===== src/rtl/sdram_pkg.sv =====
// sdram_pkg: shared definitions for the SDRAM arbiter.
//   - FSM state encoding (IDLE / WAIT / RESP)
//   - SDRAM word-interface widths (address, data, byte mask)
//   - Port-ID width and the largest supported number of requesters
package sdram_pkg;

  localparam int ADDR_W    = 25;
  localparam int DATA_W    = 32;
  localparam int MASK_W    = 4;
  localparam int ID_W      = 2;
  localparam int MAX_PORTS = 4;  // 2**ID_W; request vectors are padded to this

  typedef enum logic [1:0] {
    ST_IDLE = 2'd0,
    ST_WAIT = 2'd1,
    ST_RESP = 2'd2
  } state_t;

endpackage


===== src/rtl/rr_picker.sv =====
// rr_picker: combinational round-robin selector.
// Ports:
//   req        in  MAX_PORTS  request vector (bits >= NUM_PORTS are ignored)
//   last_grant in  ID_W       most recently granted port
//   winner     out ID_W       first requesting port after last_grant
//   found      out 1          any port among 0..NUM_PORTS-1 requesting
module rr_picker
  import sdram_pkg::*;
#(
  parameter int NUM_PORTS = 2
) (
  input  logic [MAX_PORTS-1:0] req,
  input  logic [ID_W-1:0]      last_grant,
  output logic [ID_W-1:0]      winner,
  output logic                 found
);

  logic [ID_W-1:0] idx;

  // Walk from last_grant+1 around the ring; the first hit wins, so
  // last_grant itself is considered last.
  always_comb begin
    winner = '0;
    found  = 1'b0;
    idx    = '0;
    for (int off = 1; off <= NUM_PORTS; off++) begin
      idx = ID_W'((int'(last_grant) + off) % NUM_PORTS);
      if (!found && req[idx]) begin
        winner = idx;
        found  = 1'b1;
      end
    end
  end

endmodule


===== src/rtl/sdram_arbiter.sv =====
// sdram_arbiter: round-robin arbiter sharing one SDRAM controller word
// interface between NUM_PORTS requesters.
// Ports:
//   clk, reset                   clock, synchronous active-high reset
//   req_valid/addr/din/wmask     per-port requests (packed, port i at slice i)
//   req_ready                    one-hot, one-cycle completion pulse
//   req_dout                     shared read data, valid with req_ready
//   mem_valid/addr/din/wmask     request toward the controller (registered)
//   mem_dout, mem_ready          controller read data and completion pulse
//   busy                         FSM not in IDLE
//   grant_id                     current or last granted port
//   timeout_err                  sticky watchdog flag
module sdram_arbiter
  import sdram_pkg::*;
#(
  parameter int NUM_PORTS      = 2,
  parameter int TIMEOUT_CYCLES = 4096
) (
  input  logic                        clk,
  input  logic                        reset,
  input  logic [NUM_PORTS-1:0]        req_valid,
  input  logic [NUM_PORTS*ADDR_W-1:0] req_addr,
  input  logic [NUM_PORTS*DATA_W-1:0] req_din,
  input  logic [NUM_PORTS*MASK_W-1:0] req_wmask,
  output logic [NUM_PORTS-1:0]        req_ready,
  output logic [DATA_W-1:0]           req_dout,
  output logic                        mem_valid,
  output logic [ADDR_W-1:0]           mem_addr,
  output logic [DATA_W-1:0]           mem_din,
  output logic [MASK_W-1:0]           mem_wmask,
  input  logic [DATA_W-1:0]           mem_dout,
  input  logic                        mem_ready,
  output logic                        busy,
  output logic [ID_W-1:0]             grant_id,
  output logic                        timeout_err
);

  localparam int CNT_W = $clog2(TIMEOUT_CYCLES + 1);
  localparam logic [CNT_W-1:0] CNT_MAX = CNT_W'(TIMEOUT_CYCLES);

  state_t state_reg, state_next;
  logic [ID_W-1:0]  last_grant_reg;
  logic [CNT_W-1:0] wd_cnt_reg;
  logic             grant_en, done_en;
  logic [ID_W-1:0]  pick_id;
  logic             pick_found;

  // Unpack the request buses into per-port arrays padded to MAX_PORTS so
  // that a full ID_W-bit index is always in range.
  logic [ADDR_W-1:0]    addr_arr [MAX_PORTS];
  logic [DATA_W-1:0]    din_arr  [MAX_PORTS];
  logic [MASK_W-1:0]    mask_arr [MAX_PORTS];
  logic [MAX_PORTS-1:0] valid_pad;

  genvar gi;
  generate
    for (gi = 0; gi < MAX_PORTS; gi++) begin : g_port
      if (gi < NUM_PORTS) begin : g_used
        assign addr_arr[gi]  = req_addr[gi*ADDR_W +: ADDR_W];
        assign din_arr[gi]   = req_din[gi*DATA_W +: DATA_W];
        assign mask_arr[gi]  = req_wmask[gi*MASK_W +: MASK_W];
        assign valid_pad[gi] = req_valid[gi];
      end else begin : g_unused
        assign addr_arr[gi]  = '0;
        assign din_arr[gi]   = '0;
        assign mask_arr[gi]  = '0;
        assign valid_pad[gi] = 1'b0;
      end
    end
  endgenerate

  rr_picker #(
    .NUM_PORTS (NUM_PORTS)
  ) u_picker (
    .req        (valid_pad),
    .last_grant (last_grant_reg),
    .winner     (pick_id),
    .found      (pick_found)
  );

  // Next-state logic. RESP exists so that a port is never re-granted in
  // the cycle its req_ready pulse is visible.
  always_comb begin
    state_next = state_reg;
    grant_en   = 1'b0;
    done_en    = 1'b0;
    case (state_reg)
      ST_IDLE: begin
        if (pick_found) begin
          grant_en   = 1'b1;
          state_next = ST_WAIT;
        end
      end
      ST_WAIT: begin
        if (mem_ready) begin
          done_en    = 1'b1;
          state_next = ST_RESP;
        end
      end
      ST_RESP: state_next = ST_IDLE;
      default: state_next = ST_IDLE;
    endcase
  end

  always_ff @(posedge clk) begin
    if (reset) begin
      state_reg      <= ST_IDLE;
      last_grant_reg <= ID_W'(NUM_PORTS - 1);
      wd_cnt_reg     <= '0;
      req_ready      <= '0;
      req_dout       <= '0;
      mem_valid      <= 1'b0;
      mem_addr       <= '0;
      mem_din        <= '0;
      mem_wmask      <= '0;
      busy           <= 1'b0;
      grant_id       <= '0;
      timeout_err    <= 1'b0;
    end else begin
      state_reg <= state_next;
      busy      <= (state_next != ST_IDLE);
      req_ready <= '0;

      if (grant_en) begin
        mem_valid      <= 1'b1;
        mem_addr       <= addr_arr[pick_id];
        mem_din        <= din_arr[pick_id];
        mem_wmask      <= mask_arr[pick_id];
        grant_id       <= pick_id;
        last_grant_reg <= pick_id;
        wd_cnt_reg     <= '0;
      end

      // Watchdog counts WAIT cycles and saturates; the flag rises on the
      // same edge the count reaches TIMEOUT_CYCLES. The transaction keeps
      // waiting regardless.
      if (state_reg == ST_WAIT && wd_cnt_reg != CNT_MAX) begin
        wd_cnt_reg <= wd_cnt_reg + CNT_W'(1);
        if (wd_cnt_reg == CNT_MAX - CNT_W'(1)) begin
          timeout_err <= 1'b1;
        end
      end

      if (done_en) begin
        mem_valid <= 1'b0;
        req_dout  <= mem_dout;
        req_ready <= NUM_PORTS'(1) << grant_id;
      end
    end
  end

endmodule


===== config.mk =====
export PLATFORM = sky130hd
export DESIGN_NAME = sdram_arbiter
export DESIGN_NICKNAME = d
export VERILOG_FILES = /design/src/rtl/sdram_pkg.sv /design/src/rtl/rr_picker.sv /design/src/rtl/sdram_arbiter.sv
export SDC_FILE = /design/constraint.sdc
export NUM_CORES = 1
export LEC_CHECK = 0
export BUFFER_PORTS_ARGS = -buffer_cell sky130_fd_sc_hd__buf_2
export CAP_MARGIN = 20
export CELL_PAD_IN_SITES_DETAIL_PLACEMENT = 1
export CELL_PAD_IN_SITES_GLOBAL_PLACEMENT = 1
export CORE_MARGIN = 3
export CORE_UTILIZATION = 32
export DETAILED_ROUTE_END_ITERATION = 10
export HOLD_SLACK_MARGIN = 0.06
export MAX_ROUTING_LAYER = met4
export PLACE_DENSITY = 0.85
export RECOVER_POWER = 25
export SLEW_MARGIN = 30
export SYNTH_ARGS = -nofsm -noshare
export SYNTH_HDL_FRONTEND = slang
export SYNTH_SLANG_ARGS = --single-unit

===== constraint.sdc =====
create_clock -name clk -period 2.1 [get_ports clk]
set_clock_uncertainty 0.05 [all_clocks]
set_input_delay 0.21 -clock clk [delete_from_list [all_inputs] [get_ports clk]]
set_output_delay 0.21 -clock clk [all_outputs]
set_load 0.01 [all_outputs]

# ---- Yosys cells after proc, flatten, opt, wreduce, memory -nomap -nowiden
# Index checks and enable logic that the tools add are counted.
# W data, S select, Z words.
dict set report totals {
  register_bits 116
  latchBits 0
  ram_bits 0
  rom_bits 0
  inputBits 159
  output_inout_bits 100
  elab_cells 61
  mem_count 0
}
dict set report classes {
  addsub 3
  multipliers 0
  div_mod_pow 0
  magnitude_cmp 3
  eq_ne 3
  n_shift 1
  n_mux 26
  n_bitwise 4
  n_reduce_logical 9
}
# op count
set ops {}
lappend ops {{$bmux W32 S2} 1}
lappend ops {{$mux W32} 2}
lappend ops {{$bmux W25 S2} 1}
lappend ops {{$mux W25} 2}
lappend ops {{$mux W13} 2}
lappend ops {{$add A13 B1 Y13 const B} 1}
lappend ops {{$eq A13 B12 Y1 const B} 1}
lappend ops {{$ne A13 B13 Y1 const B} 1}
lappend ops {{$bmux W4 S2} 1}
lappend ops {{$mux W1} 8}
lappend ops {{$mux W2} 4}
lappend ops {{$mux W4} 2}
lappend ops {{$lt A2 B3 Y1 const B} 2}
lappend ops {{$bmux W1 S2} 2}
lappend ops {{$pmux W2 S2} 1}
lappend ops {{$reduce_bool A2 Y1} 2}
lappend ops {{$reduce_or A2 Y1} 2}
lappend ops {{$ge A3 B3 Y1 const B} 1}
lappend ops {{$not A2 Y3} 1}
lappend ops {{$add A1 B1 Y1 const B} 2}
lappend ops {{$and A1 B1 Y1 const A} 2}
lappend ops {{$eq A2 B1 Y1 const B} 1}
lappend ops {{$logic_and A1 B1 Y1} 2}
lappend ops {{$logic_not A2 Y1} 1}
lappend ops {{4 further kinds} 4}

# ---- Longest topological paths before layout
# Gate-level depths: netlist of the first run.
dict set report logic_depth {
  depth_word 12
  mapped_depth 7
  mapped_depth_nobuf 6
}

# ---- By module
# A second synthesis of the first run with hierarchy kept.
dict set report hier_totals {
  cells_unflattened 532
  hier_area_um2 4828.4
}
# mod instances cells_per_inst area_per_inst_um2 seq_area_each_um2
set modules_own_cells {}
lappend modules_own_cells {sdram_arbiter 1 528 4803.4 2322.2}
lappend modules_own_cells {rr_picker 1 4 25.0 0.0}

# ---- Worst setup path after synthesis of the first run
# OpenSTA, ideal clock, no wires.
dict set report synth_path {
  path_type {reg2reg}
  startpoint {reg wd_cnt_reg[0]}
  endpoint {reg wd_cnt_reg[2]}
  setup_time_ps 120
  t_arrival_ps 1546
  required_ps 1930
  setup_slack_ps 385
  path_stages_with_launch 8
  path_buffers 1
  period_less_slack_ps 1715
  cell_sequence {dfxtp_1 > inv_1 > ha_1 > nor4b_1 > and3_1 > clkbuf_1 > o211a_1 > a211o_1}
}
dict set report synth_via {
  elab_chain_len 3
  word_cells_on_any_way 5
  classes_between {add/sub (1); eq/ne (1); mux (1); reduce/logical (2)}
}
# element line_no
set synth_rtl {}
lappend synth_rtl {{start: declaration} sdram_arbiter.sv:43} ;# logic [CNT_W-1:0] wd_cnt_reg;
lappend synth_rtl {{start signal: assignment} sdram_arbiter.sv:138} ;# wd_cnt_reg <= wd_cnt_reg + CNT_W'(1);
lappend synth_rtl {{branches (longest 3 deep; another with $add A13 B1 Y13)} --}
# Parallel ways; which one is timed is not known.
# A chain may end at the register's enable or synchronous reset.

# ---- Final worst setup path of the first run
dict set report layout_path {
  startpoint {reg wd_cnt_reg[1]}
  endpoint {reg wd_cnt_reg[12]}
}
# Same word-level chain as after synthesis.

==> results of run 1 <==
[through the flow]
stage               setup slack, ns  area [um^2]
CTS                          0.2530         6985
global placement             0.3810         6093
finish                       0.2267         6925
floorplan                    0.3848         4624
detailed placement           0.2594         6093
global route                0.06710         6925
[cell type report]
| cell class | instances | share of cell area (%) |
|---|---|---|
| Timing Repair Buffer | 298 | 23.78 |
| Sequential cell | 115 | 33.24 |
| Inverter | 7 | 0.3794 |
| Multi-Input combinational cell | 296 | 31.02 |
| Antenna cell | 2 | 0.07227 |
| Tap cell | 180 | 3.252 |
| Clock inverter | 10 | 1.554 |
| Clock buffer | 22 | 6.703 |
[cell families after synthesis]
logic type / count (synthesis) / share of synthesized area, %
flops: 115 / 49.78
fa+ha+maj: 2 / 0.5410
other cells: 1 / 0.08109
mux: 62 / 13.45
compound gates: 122 / 20.37
simple gates: 107 / 11.15
buf+inv: 47 / 4.248
xor+xnor: 2 / 0.3789
[placed cells by master, fill, tap and decap left out, types with 3 or more instances in the layout]
master and n:
a211oi_1 61, a21oi_1 9, a22o_1 32, and3_1 5, buf_12 3, buf_2 205, buf_4 6, clkbuf_1 55
clkbuf_16 17, clkinv_2 5, clkinvlp_4 3, dfxtp_1 115, dlygate4sd3_1 32, inv_1 7, mux2i_1 61, nand2_1 5
nand3_1 4, nor2_1 69, nor4b_1 6, o311ai_0 3, or4_1 3
[power breakdown]
part	internal, uW	switching, uW
combinational	466	576
sequential	2370	103
clock	1800	972
total	4630	1650
[timing repair]
action,4_1_cts,5_1_grt
hold buffers,32,0
setup endpoints to repair,0,0
endpoints found under the hold margin,32,0
[worst register-to-register path, cell delays in order (launching register included)]
cell and delay, ns:
dfxtp_1 0.42, ha_1 0.26, nand2_1 0.12, nor4_2 0.44
nand3_1 0.16, mux2_2 0.30
[layer usage]
layer / global-route usage, % / wire, um / vias to the layer above
li1: - / - / 2254
met5: - / 0 / -
met1: 21.35 / 6191 / 2242
met4: 12.30 / 817 / 0
met3: 5.174 / 776 / 58
met2: 38.62 / 9046 / 184
[how the worst min path moves through the flow]
stage	startpoint	endpoint	slack, ns
2_1_floorplan	mem_dout[0]	req_dout[0]$_SDFFE_PP0P_	0.29
4_1_cts	mem_ready	state_reg[1]$_SDFF_PP0_	0.08
6_report	mem_ready	state_reg[1]$_SDFF_PP0_	0.09
3_3_place_gp	mem_dout[10]	req_dout[10]$_SDFFE_PP0P_	0.38
3_5_place_dp	mem_dout[22]	req_dout[22]$_SDFFE_PP0P_	0.38
5_1_grt	mem_ready	state_reg[1]$_SDFF_PP0_	0.08
==> results.txt, run 1 <==
For this run, the number of Yosys warnings is 0. Yosys attributes the largest share of cell area to dfxtp_1 (50%), mux2i_1 (13%), a211oi_1 (9.9%). The buffer depth of the longest clock path came out at 2. The initial detailed-routing violation count is 142. VDD sags by at most 546.8 uV. The number of distinct library cells after synthesis is 45. The fmax came out at 0.5338 GHz. For this run, the slowest stage of the critical path takes 0.44 ns. The number of nets in the layout came out at 896. The critical path's top delay family is simple AND/OR/NAND/NOR gates. The total count of max-transition violations in the final report came to 0. The total count of hold-check failures in the final report is 0.

The worst flop-to-flop path endpoint is wd_cnt_reg[12]$_SDFFE_PP0P_. The post-synth net total is 619. The synthesized netlist occupies a cell area of 4624 um^2.

The final routed wirelength across all metal layers is 16830 um. The number of iterations in the first detailed-routing pass came out at 4. In this run the worst setup path begins at wd_cnt_reg[1]$_SDFFE_PP0P_. The depth of the CTS H-tree is 4. Among all flip-flop cells after synthesis, the most frequent one is dfxtp_1. STA puts the critical path data required time at 2.33 ns. The most common cell in the synthesized netlist is dfxtp_1. The synthesized design spends more area on one cell type than any other, namely dfxtp_1. The remaining global-route overflow came out at 0.

The largest net degree at the start of global routing came out at 71. The critical path ends at wd_cnt_reg[12]$_SDFFE_PP0P_. Once the clock tree was built, the setup fixing pass inserted 0 buffers. The vias after detailed routing came out at 4738. The root buffer cell chosen for the clock tree is clkbuf_16.

The total global routing track utilization is 21.60%. For flop-to-flop paths, the worst setup slack is 0.23 ns. The clock slew seen by the registers of the worst setup and hold paths is 0.05 ns. The count of input and output buffers is 257. The synthesized design contains 0 enable-type register cells. The die is 126.2 um wide.

The total clock buffers created by CTS is 17. The initial core utilization is 33.06%. The DRC violation count after routing came out at 0. The max-cap check violation count is 0. After filler insertion, the fill cell instance count of the layout stands at 1699. TritonCTS built the clock tree. The number of antenna violations at the first check in global routing came out at 2.

The final hold slack is 0.09498 ns. The largest driver fanout on the critical path is 6. The share of synthesized flip-flops with an asynchronous set or reset came out at 0%. Relative to the synthesized area, the layout overhead comes to 49.76%.

The die outline area is 15930 um^2. The total power consumption of the routed design is 6282 uW. Setup repair after global routing left no endpoint under its margin. Setup violations remaining at the end of the flow were counted as 0. The count of clock tree sinks came out at 115. The run finished with clean final reports. The layout cell share with drive strength beyond 1 is 33.56%. The detailed-route wire length per cell came out at 18.10 um. In the final layout, the registers with the most flip-flops are mem_din: 32 flops, req_dout: 32 flops, mem_addr: 25 flops.

For this design the top-level I/O count stands at 259. By count the netlist is led by dfxtp_1 (115), nor2_1 (69), a211oi_1 (61), mux2i_1 (61), a22o_1 (32). The via count of the first global-routing pass is 5209. The area of the placeable core came out at 13990 um^2. The floorplan has 43 rows.

The area of combinational cells with multiple inputs is 2148 um^2. From bottom edge to top edge, the die measures 126.2 um. The worst reg2reg path startpoint is wd_cnt_reg[1]$_SDFFE_PP0P_. Among all stages on the critical path, the largest delay is contributed by nor4_2. The clock period minus worst slack came out at 1.873 ns. The number of gates resized after CTS was 0.

The critical path capture point type is a flop. The total of flip-flops plus latches after synthesis is 115. The worst setup path is launched from a flop. The arrival time of the worst setup path came out at 2.11 ns. The first-pass GRT wire length came out at 26590 um. Of the synthesized area, sequential elements account for 49.78%. The ratio of total power to cell area came out at 907.1 nW/um^2. The count of nets left with antenna violations once routing finished came out at 0. The leakage power total came out at 0.003095 uW.

The clock latency reported for the late side of the worst-skew pair is 0.40 ns. The routability congestion estimate came out at 0.8258. Traced cell by cell, the critical path runs through ha_1 > nand2_1 > nor4_2 > nand3_1 > mux2_2. After routing, the total negative slack on setup checks comes to 0 ns. The number of instances in the placed design is 864. The worst-case reg-to-reg path depth came out at 5. The tightest slew margin relative to the limit came out at 62.07%. The number of cells on the critical path came out at 5. The instance count along the most critical hold path is 2. By startpoint and endpoint, the worst setup path is classified as reg2reg. The post-route non-filler standard cell count came out at 930.

The share of the cycle needed by the critical path after routing came out at 89.20%. The type of the most critical hold path is in2reg. The via-per-instance ratio came out at 5.095.

The portion of synthesized cell area occupied by the leading cell type is 49.78%. Dividing the synthesized area by the synthesized cell count gives 10.10 um^2. The HPWL after detailed placement came out at 11670 um. The area used by sequential logic in the layout came out at 2302 um^2. The gate count after technology mapping came out at 458.

Cells fill 49.51% of the core in the end. The slew at the pin with the worst max-slew slack is 0.5643 ns. The critical path contains buffers and inverters numbering 0 combined.
Power figures use the tool's default switching activity.
==> run 2, diff against run 1 <==
--- a/constraint.sdc
+++ b/constraint.sdc
@@ -4,2 +4,2 @@
 set_output_delay 0.21 -clock clk [all_outputs]
-set_load 0.01 [all_outputs]
+set_load 0.1 [all_outputs]
==> run 2 against run 1 <==
Compared with the run above: wire length is essentially flat; non-clock buffer count did not move; final cell count did not move; worst hold slack better by 0.0010 ns; sequential power barely moved; critical path depth unchanged; final area grew 0.90%; via count shrank 0.49%; largest cell class unchanged.
==> results.txt, run 2 (synthesis gave the netlist of run 1 again) <==
The HPWL after detailed placement is 11670 um (unchanged). The routability congestion estimate is 0.8258 (unchanged). Setup repair after global routing left no endpoint under its margin.

The depth of the CTS H-tree was 4 (unchanged). The cell at the root of the clock tree is clkbuf_16. The worst reg2reg path startpoint is wd_cnt_reg[0]$_SDFFE_PP0P_. The post-cts resize count came out at 0 (unchanged). The total negative slack came out at 0 ns (unchanged). The total count of max-transition violations in the final report came to 0 (unchanged). The count of clock tree sinks came out at 115 (unchanged). The clock period minus worst slack came out at 1.862 ns (-0.01096 ns). The initial core utilization came out at 33.06% (unchanged). The share of the cycle needed by the critical path after routing came out at 88.68% (-0.52 points). The vias after detailed routing came out at 4715 (-0.49%). The overall die width was 126.2 um (unchanged). The flow ran to the end, and the final reports show no timing, DRC or antenna violations. The largest driver fanout on the critical path is 6 (unchanged). The largest registers in the layout are mem_din: 32 flops, req_dout: 32 flops, mem_addr: 25 flops. The critical path capture point type is a flop. The total power consumption of the routed design is 7486 uW (+19%). The critical path required time came to 2.33 ns (about the same).

The count of pins on the block boundary came out at 259 (unchanged). The largest net degree at the start of global routing is 71 (unchanged). The number of iterations in the first detailed-routing pass came out at 4 (unchanged). The layout cell share with drive strength beyond 1 came out at 40.24% (+6.7 points). The max-cap check violation count came to 0 (unchanged). The path class of the tightest hold or removal check is in2reg. The total clock buffers created by CTS came out at 17 (unchanged). The buffer depth of the longest clock path is 2 (unchanged).

The arrival time of the worst setup path is 2.10 ns (about the same). The count of input and output buffers came out at 257 (unchanged). The fmax is 0.5370 GHz (+0.59%).

The clock slew seen by the registers of the worst setup and hold paths came out at 0.06 ns (about the same). The slew at the pin with the worst max-slew slack is 1.165 ns (+0.6011 ns). The die span in y came out at 126.2 um (unchanged). In this run the critical register-to-register path is captured at wd_cnt_reg[12]$_SDFFE_PP0P_.

The die outline area was 15930 um^2 (unchanged). Leaving out fill and tap cells, the most frequent cells in the layout are buf_2 (208), dfxtp_1 (115), nor2_1 (69), mux2i_1 (61), a211oi_1 (61). The initial detailed-routing violation count came out at 139 (-2.1%). The ratio of total power to cell area is 1071 nW/um^2 (+18%).

In this run the worst setup path begins at wd_cnt_reg[0]$_SDFFE_PP0P_. The number of buffer and inverter instances along the worst setup path came out at 0 (unchanged). The instance count along the most critical hold path is 2 (unchanged).

The first-pass GRT wire length is 26590 um (unchanged). The kind of critical path is reg2reg. Walking the worst path, the cells encountered are ha_1 > nand2_1 > nor4_2 > nand3_1 > mux2_2. The number of antenna violations at the first check in global routing is 2 (unchanged). The library cell used most frequently in the layout, excluding fill and tap cells, is buf_2. The remaining global-route overflow came out at 0 (unchanged). The worst-case reg-to-reg path depth was 5 (unchanged).

In this design, the largest share of critical-path delay is due to simple AND/OR/NAND/NOR gates. The leakage power total came out at 0.003262 uW (+5.4%). TritonCTS built the clock tree. The final-report setup violation count is 0 (unchanged). The total global routing track utilization is 21.60% (unchanged). The number of nets in the layout came out at 896 (unchanged). The post-CTS setup repair buffer count is 0 (unchanged).

The DRC violation count after routing is 0 (unchanged). The number of nets with antenna violations after routing came to 0 (unchanged). The tightest slew margin relative to the limit came out at 22.64% (-39 points). The placement row count came out at 43 (unchanged). The area of the placeable core was 13990 um^2 (unchanged). The kind of launch point of the worst setup path is a flop. The via-per-instance ratio is 5.070 (-0.49%). The detailed-route wire length per cell is 18.11 um (about the same). The worst IR drop on VDD was 623.5 uV (+14%). The area growth from synthesis to layout is 51.11%. The clock latency reported for the late side of the worst-skew pair is 0.40 ns (about the same). The biggest cell delay along the critical path is 0.44 ns (about the same). The hold path startpoint is mem_ready. The via count of the first global-routing pass is 5209 (unchanged). The total count of hold-check failures in the final report came out at 0 (unchanged). For hold timing, the worst endpoint is state_reg[1]$_SDFF_PP0_. The worst-path cell with the longest stage delay is nor4_2. The final routed wirelength across all metal layers is 16840 um (about the same). The worst-case register-to-register setup slack was 0.24 ns (about the same).
-- run 2: changes by cell type in the layout (fill, tap and decap cells not counted) --
cell,delta
o21ai_1,-1
buf_2,+3
clkbuf_1,-50
o21ai_0,+1
clkbuf_2,+47
-- run 2: worst max path at each step --
stage                                        endpoint  slack, ns  cells after the start
final                     wd_cnt_reg[12]$_SDFFE_PP0P_       0.24                      5
after global routing      wd_cnt_reg[12]$_SDFFE_PP0P_       0.07                      5
after CTS                 wd_cnt_reg[11]$_SDFFE_PP0P_       0.25                      4
after detailed placement  wd_cnt_reg[12]$_SDFFE_PP0P_       0.26                      5
after global placement     wd_cnt_reg[5]$_SDFFE_PP0P_       0.38                      6
after floorplan            wd_cnt_reg[2]$_SDFFE_PP0P_       0.38                      7
-- run 2: stage by stage --
stage                     util, %  std cells  hold WS (ns)  setup WS, ns  cell area [um^2]
after floorplan                 -        458        0.2929        0.3848              4624
after global placement      43.56        864        0.3764        0.3810              6093
after detailed placement    43.56        864        0.3815        0.2594              6093
after CTS                   49.94        928       0.08396        0.2530              6985
after global routing        49.96        930       0.08471       0.06710              6988
final                       49.96        930       0.09598        0.2377              6988
-- run 2: routing by layer --
| metal | global-route usage [%] | wire [um] |
|---|---|---|
| met1 | 21.35 | 6165 |
| met2 | 38.62 | 9039 |
| met3 | 5.174 | 798 |
| met4 | 12.30 | 839 |
| met5 | - | 0 |
-- run 2: layout make-up --
| class | count | area (um^2) |
|---|---|---|
| Fill cell | 1669 | 7000 |
| Sequential cell | 115 | 2302 |
| Multi-Input combinational cell | 296 | 2148 |
| Timing Repair Buffer | 298 | 1709 |
| Clock buffer | 22 | 464.2 |
| Tap cell | 180 | 225.2 |
| Clock inverter | 10 | 107.6 |
| Inverter | 7 | 26.28 |
| Antenna cell | 2 | 5.005 |
-- run 2: power by group --
group | switching (uW) | internal [uW]
logic | 1750 | 486
registers | 104 | 2370
clock network | 977 | 1800
-- run 2: what timing repair did --
item / in CTS / in global routing
setup endpoints to repair: 0 / 0
hold buffers: 32 / 0
endpoints found under the hold margin: 32 / 0
==> run 3, diff against run 2 <==
ABC_AREA = 1   (was not set)
CORE_UTILIZATION = 30   (was 32)
PLACE_DENSITY = 0.84   (was 0.85)
==> run 3 against run 2 <==
Compared with the run above: final area rose by 22%; synthesized area rose by 3.3%; flip-flop and latch count did not move; first-iteration DRC count rose by 130%; largest power group unchanged; final cell count rose by 37%.
==> results.txt, run 3 <==
The flow ran to the end, and the final reports show no timing, DRC or antenna violations. The worst flop-to-flop path endpoint is mem_din[3]$_SDFFE_PP0P_. The routability congestion estimate is 0.8133 (-1.5%). The arrival time of the worst setup path is 2.32 ns (+0.22 ns).

The average cell area after synthesis is 7.393 um^2 (-27%). The vias after detailed routing came out at 6530 (+38%). The total count of hold-check failures in the final report came to 0 (unchanged). The number of nets in the layout was 1204 (+34%). The die span in y was 132.2 um (+4.7%). The slowest stage of the critical path is the dlygate4sd3_1 cell. The buffer depth of the longest clock path is 2 (unchanged).

The post-synth net total was 807 (+30%). In the layout the commonest cells are buf_2 (256), nand2_1 (226), dlygate4sd3_1 (154), dfxtp_1 (115), o21ai_0 (70). The gate count after technology mapping is 646 (+41%). The area of the placeable core was 15370 um^2 (+9.9%). On the critical path the largest part of the delay comes from buffers and inverters. The commonest cells after synthesis are nand2_1 (225), dfxtp_1 (115), o21ai_0 (71). The share of the cycle needed by the critical path after routing came out at 98.88% (+10 points). The worst-case reg-to-reg path depth is 6 (+1). The library cell used most frequently in the layout, excluding fill and tap cells, is buf_2.

The count of yosys warnings during synthesis came out at 0 (unchanged). The cell with the most instances after synthesis is nand2_1. The number of nets with antenna violations after routing came out at 0 (unchanged). The final hold slack came out at 0.07119 ns (-0.02480 ns). The detailed-route wire length per cell is 20.76 um (+15%).

The number of instances in the placed design is 1075 (+24%). The via count of the first global-routing pass came out at 7077 (+36%). The leakage power total is 0.004166 uW (+28%).

The tightest slew margin relative to the limit was 22.91% (+0.27 points). The count of flip-flops with a built-in enable after synthesis came out at 0 (unchanged). The clock slew seen by the registers of the worst setup and hold paths is 0.06 ns (about the same).

The worst IR drop on VDD came out at 631.4 uV (+1.3%). The worst setup path is captured at a flop. The slew at the pin with the worst max-slew slack came to 1.161 ns (-0.004089 ns). The largest registers in the layout are mem_din: 32 flops, req_dout: 32 flops, mem_addr: 25 flops. The initial detailed-routing violation count was 322 (+130%).

The number of distinct library cells after synthesis is 29 (-36%). The flip-flop cell with the highest count after synthesis is dfxtp_1. The total of flip-flops plus latches after synthesis came out at 115 (unchanged). The depth of the CTS H-tree came out at 4 (unchanged).

The share of synthesized flip-flops with an asynchronous set or reset is 0% (unchanged). The die outline area came out at 17470 um^2 (+9.7%). The kind of launch point of the worst setup path is a flop.

After synthesis, the cell types taking the most area are dfxtp_1 (48%), nand2_1 (18%), a31oi_1 (8.0%). The proportion of synthesized chip area in sequential cells came out at 48.21% (-1.6 points). The placement row count is 45 (+4.7%). The clock latency reported for the late side of the worst-skew pair is 0.42 ns (+0.02 ns).

The HPWL after detailed placement is 12630 um (+8.3%). The count of clock tree sinks came out at 115 (unchanged). The portion of synthesized cell area occupied by the leading cell type is 48.21% (-1.6 points). The max-cap check violation count came out at 0 (unchanged). The critical path goes through nor3_4 > buf_6 > buf_4 > clkbuf_16 > a31oi_1 > dlygate4sd3_1. The critical path starts at state_reg[0]$_SDFF_PP0_. The area of the mapped netlist is 4776 um^2 (+3.3%). The final-report setup violation count is 0 (unchanged). The total clock buffers created by CTS came out at 17 (unchanged). The layout-stage area growth over the synthesis result is 77.89%. The overall die width is 132.2 um (+4.7%). The post-route non-filler standard cell count was 1276 (+37%). The number of cells on the critical path came out at 6 (+1).

Following the worst setup path forward leads to its endpoint at mem_din[3]$_SDFFE_PP0P_. The worst-case register-to-register setup slack came to 0.02 ns (-0.21 ns). The largest net degree at the start of global routing was 63 (-11%).

The first-pass GRT wire length is 37910 um (+43%). The remaining global-route overflow came to 0 (unchanged). The kind of critical path is reg2reg. The number of antenna violations at the first check in global routing came out at 9 (+7). TritonCTS built the clock tree.

The final routed wirelength across all metal layers is 26490 um (+57%). The library cell with the largest summed area after synthesis is dfxtp_1. The largest driver fanout on the critical path is 31 (+25). The number of buffer and inverter instances along the worst setup path came out at 4 (+4).

In this run the critical register-to-register path is launched from state_reg[0]$_SDFF_PP0_. The critical path required time was 2.34 ns (about the same). The count of input and output buffers came out at 257 (unchanged). The biggest cell delay along the critical path is 0.62 ns (+0.18 ns). The DRC violation count after routing is 0 (unchanged). The ratio of total power to cell area came to 959.2 nW/um^2 (-10%). The total global routing track utilization is 28.62% (+7.0 points). The total count of max-transition violations in the final report came out at 0 (unchanged). The layout cell share with drive strength beyond 1 is 29.36% (-11 points).

In this run the worst hold path is classified as in2reg. The initial core utilization is 31.07% (-2.0 points). The via-per-instance ratio was 5.118 (+0.94%).

Clock tree synthesis selected as its root buffer the cell clkbuf_16. The fmax is 0.4816 GHz (-10%). The clock period minus worst slack came out at 2.076 ns (+0.2141 ns).

The number of iterations in the first detailed-routing pass came out at 5 (+1). The count of pins on the block boundary came out at 259 (unchanged).
run 3: cell count changes in the layout (fill, tap and decap cells not counted), moves of 61 or more:
cell	delta
a211oi_1	-61
mux2i_1	-61
nand2_1	+221
a31oi_1	+61
dlygate4sd3_1	+122
o21ai_0	+68
run 3: worst min-delay path by stage:
stage	start	to	slack, ns	cells past startpoint
2_1_floorplan	mem_dout[0]	req_dout[0]$_SDFFE_PP0P_	0.26	2
3_3_place_gp	mem_dout[13]	req_dout[13]$_SDFFE_PP0P_	0.35	3
3_5_place_dp	mem_dout[0]	req_dout[0]$_SDFFE_PP0P_	0.35	3
4_1_cts	req_addr[19]	mem_addr[19]$_SDFFE_PP0P_	0.06	3
5_1_grt	req_addr[19]	mem_addr[19]$_SDFFE_PP0P_	0.07	3
6_report	req_addr[19]	mem_addr[19]$_SDFFE_PP0P_	0.07	3
run 3: per-stage QoR:
step | worst slack [ns] | util, % | total power [uW] | TNS [ns] | area, um^2
2_1_floorplan | 0.7088 | - | 4196 | 0 | 4776
3_3_place_gp | 0.5469 | 40.49 | 4665 | 0 | 6223
3_5_place_dp | 0.4789 | 40.49 | 4692 | 0 | 6223
4_1_cts | 0.1305 | 54.36 | 7922 | 0 | 8356
5_1_grt | -0.007139 | 55.27 | 8389 | -0.01404 | 8496
6_report | 0.02354 | 55.27 | 8149 | 0 | 8496
run 3: layout make-up:
type / instances / area [um^2]
Inverter: 23 / 88.84
Antenna cell: 9 / 22.52
Fill cell: 1902 / 6875
Clock inverter: 9 / 102.6
Clock buffer: 23 / 488.0
Multi-Input combinational cell: 461 / 2140
Tap cell: 211 / 264.0
Timing Repair Buffer: 425 / 3088
Sequential cell: 115 / 2302
run 3: timing repair:
action / 4_1_cts / 5_1_grt
hold endpoints to repair: 95 / 0
setup buffers: 0 / 2
hold buffers: 154 / 0
resized for setup: 0 / 5
endpoints found under the setup margin: 0 / 23
run 3: kinds of logic after synthesis:
| group | Yosys count | share of synthesized area (%) |
|---|---|---|
| simple gates | 313 | 27.14 |
| other cells | 1 | 0.07852 |
| compound gates | 144 | 16.92 |
| fa+ha+maj | 2 | 0.5239 |
| flops | 115 | 48.21 |
| xor+xnor | 1 | 0.1834 |
| buf+inv | 70 | 6.942 |
run 3: per-layer routing:
layer / wire length [um] / GRT usage, % / up-vias
met5: 0 / - / -
met4: 1439 / 17.26 / 0
met3: 1665 / 7.366 / 98
met2: 13840 / 51.77 / 335
met1: 9541 / 27.25 / 3144
li1: - / - / 2953
run 3: worst register-to-register path, cell delays in order, from the launching register on:
cell           delay, ns
dfxtp_1             0.34
nor3_4              0.19
buf_6               0.22
buf_4               0.19
clkbuf_16           0.22
a31oi_1             0.14
dlygate4sd3_1       0.62
run 3: power breakdown:
part	total (uW)	switching, uW	internal [uW]
logic	2700	1990	718
registers	2490	117	2370
clock network	2960	1100	1860
total	8150	3200	4950
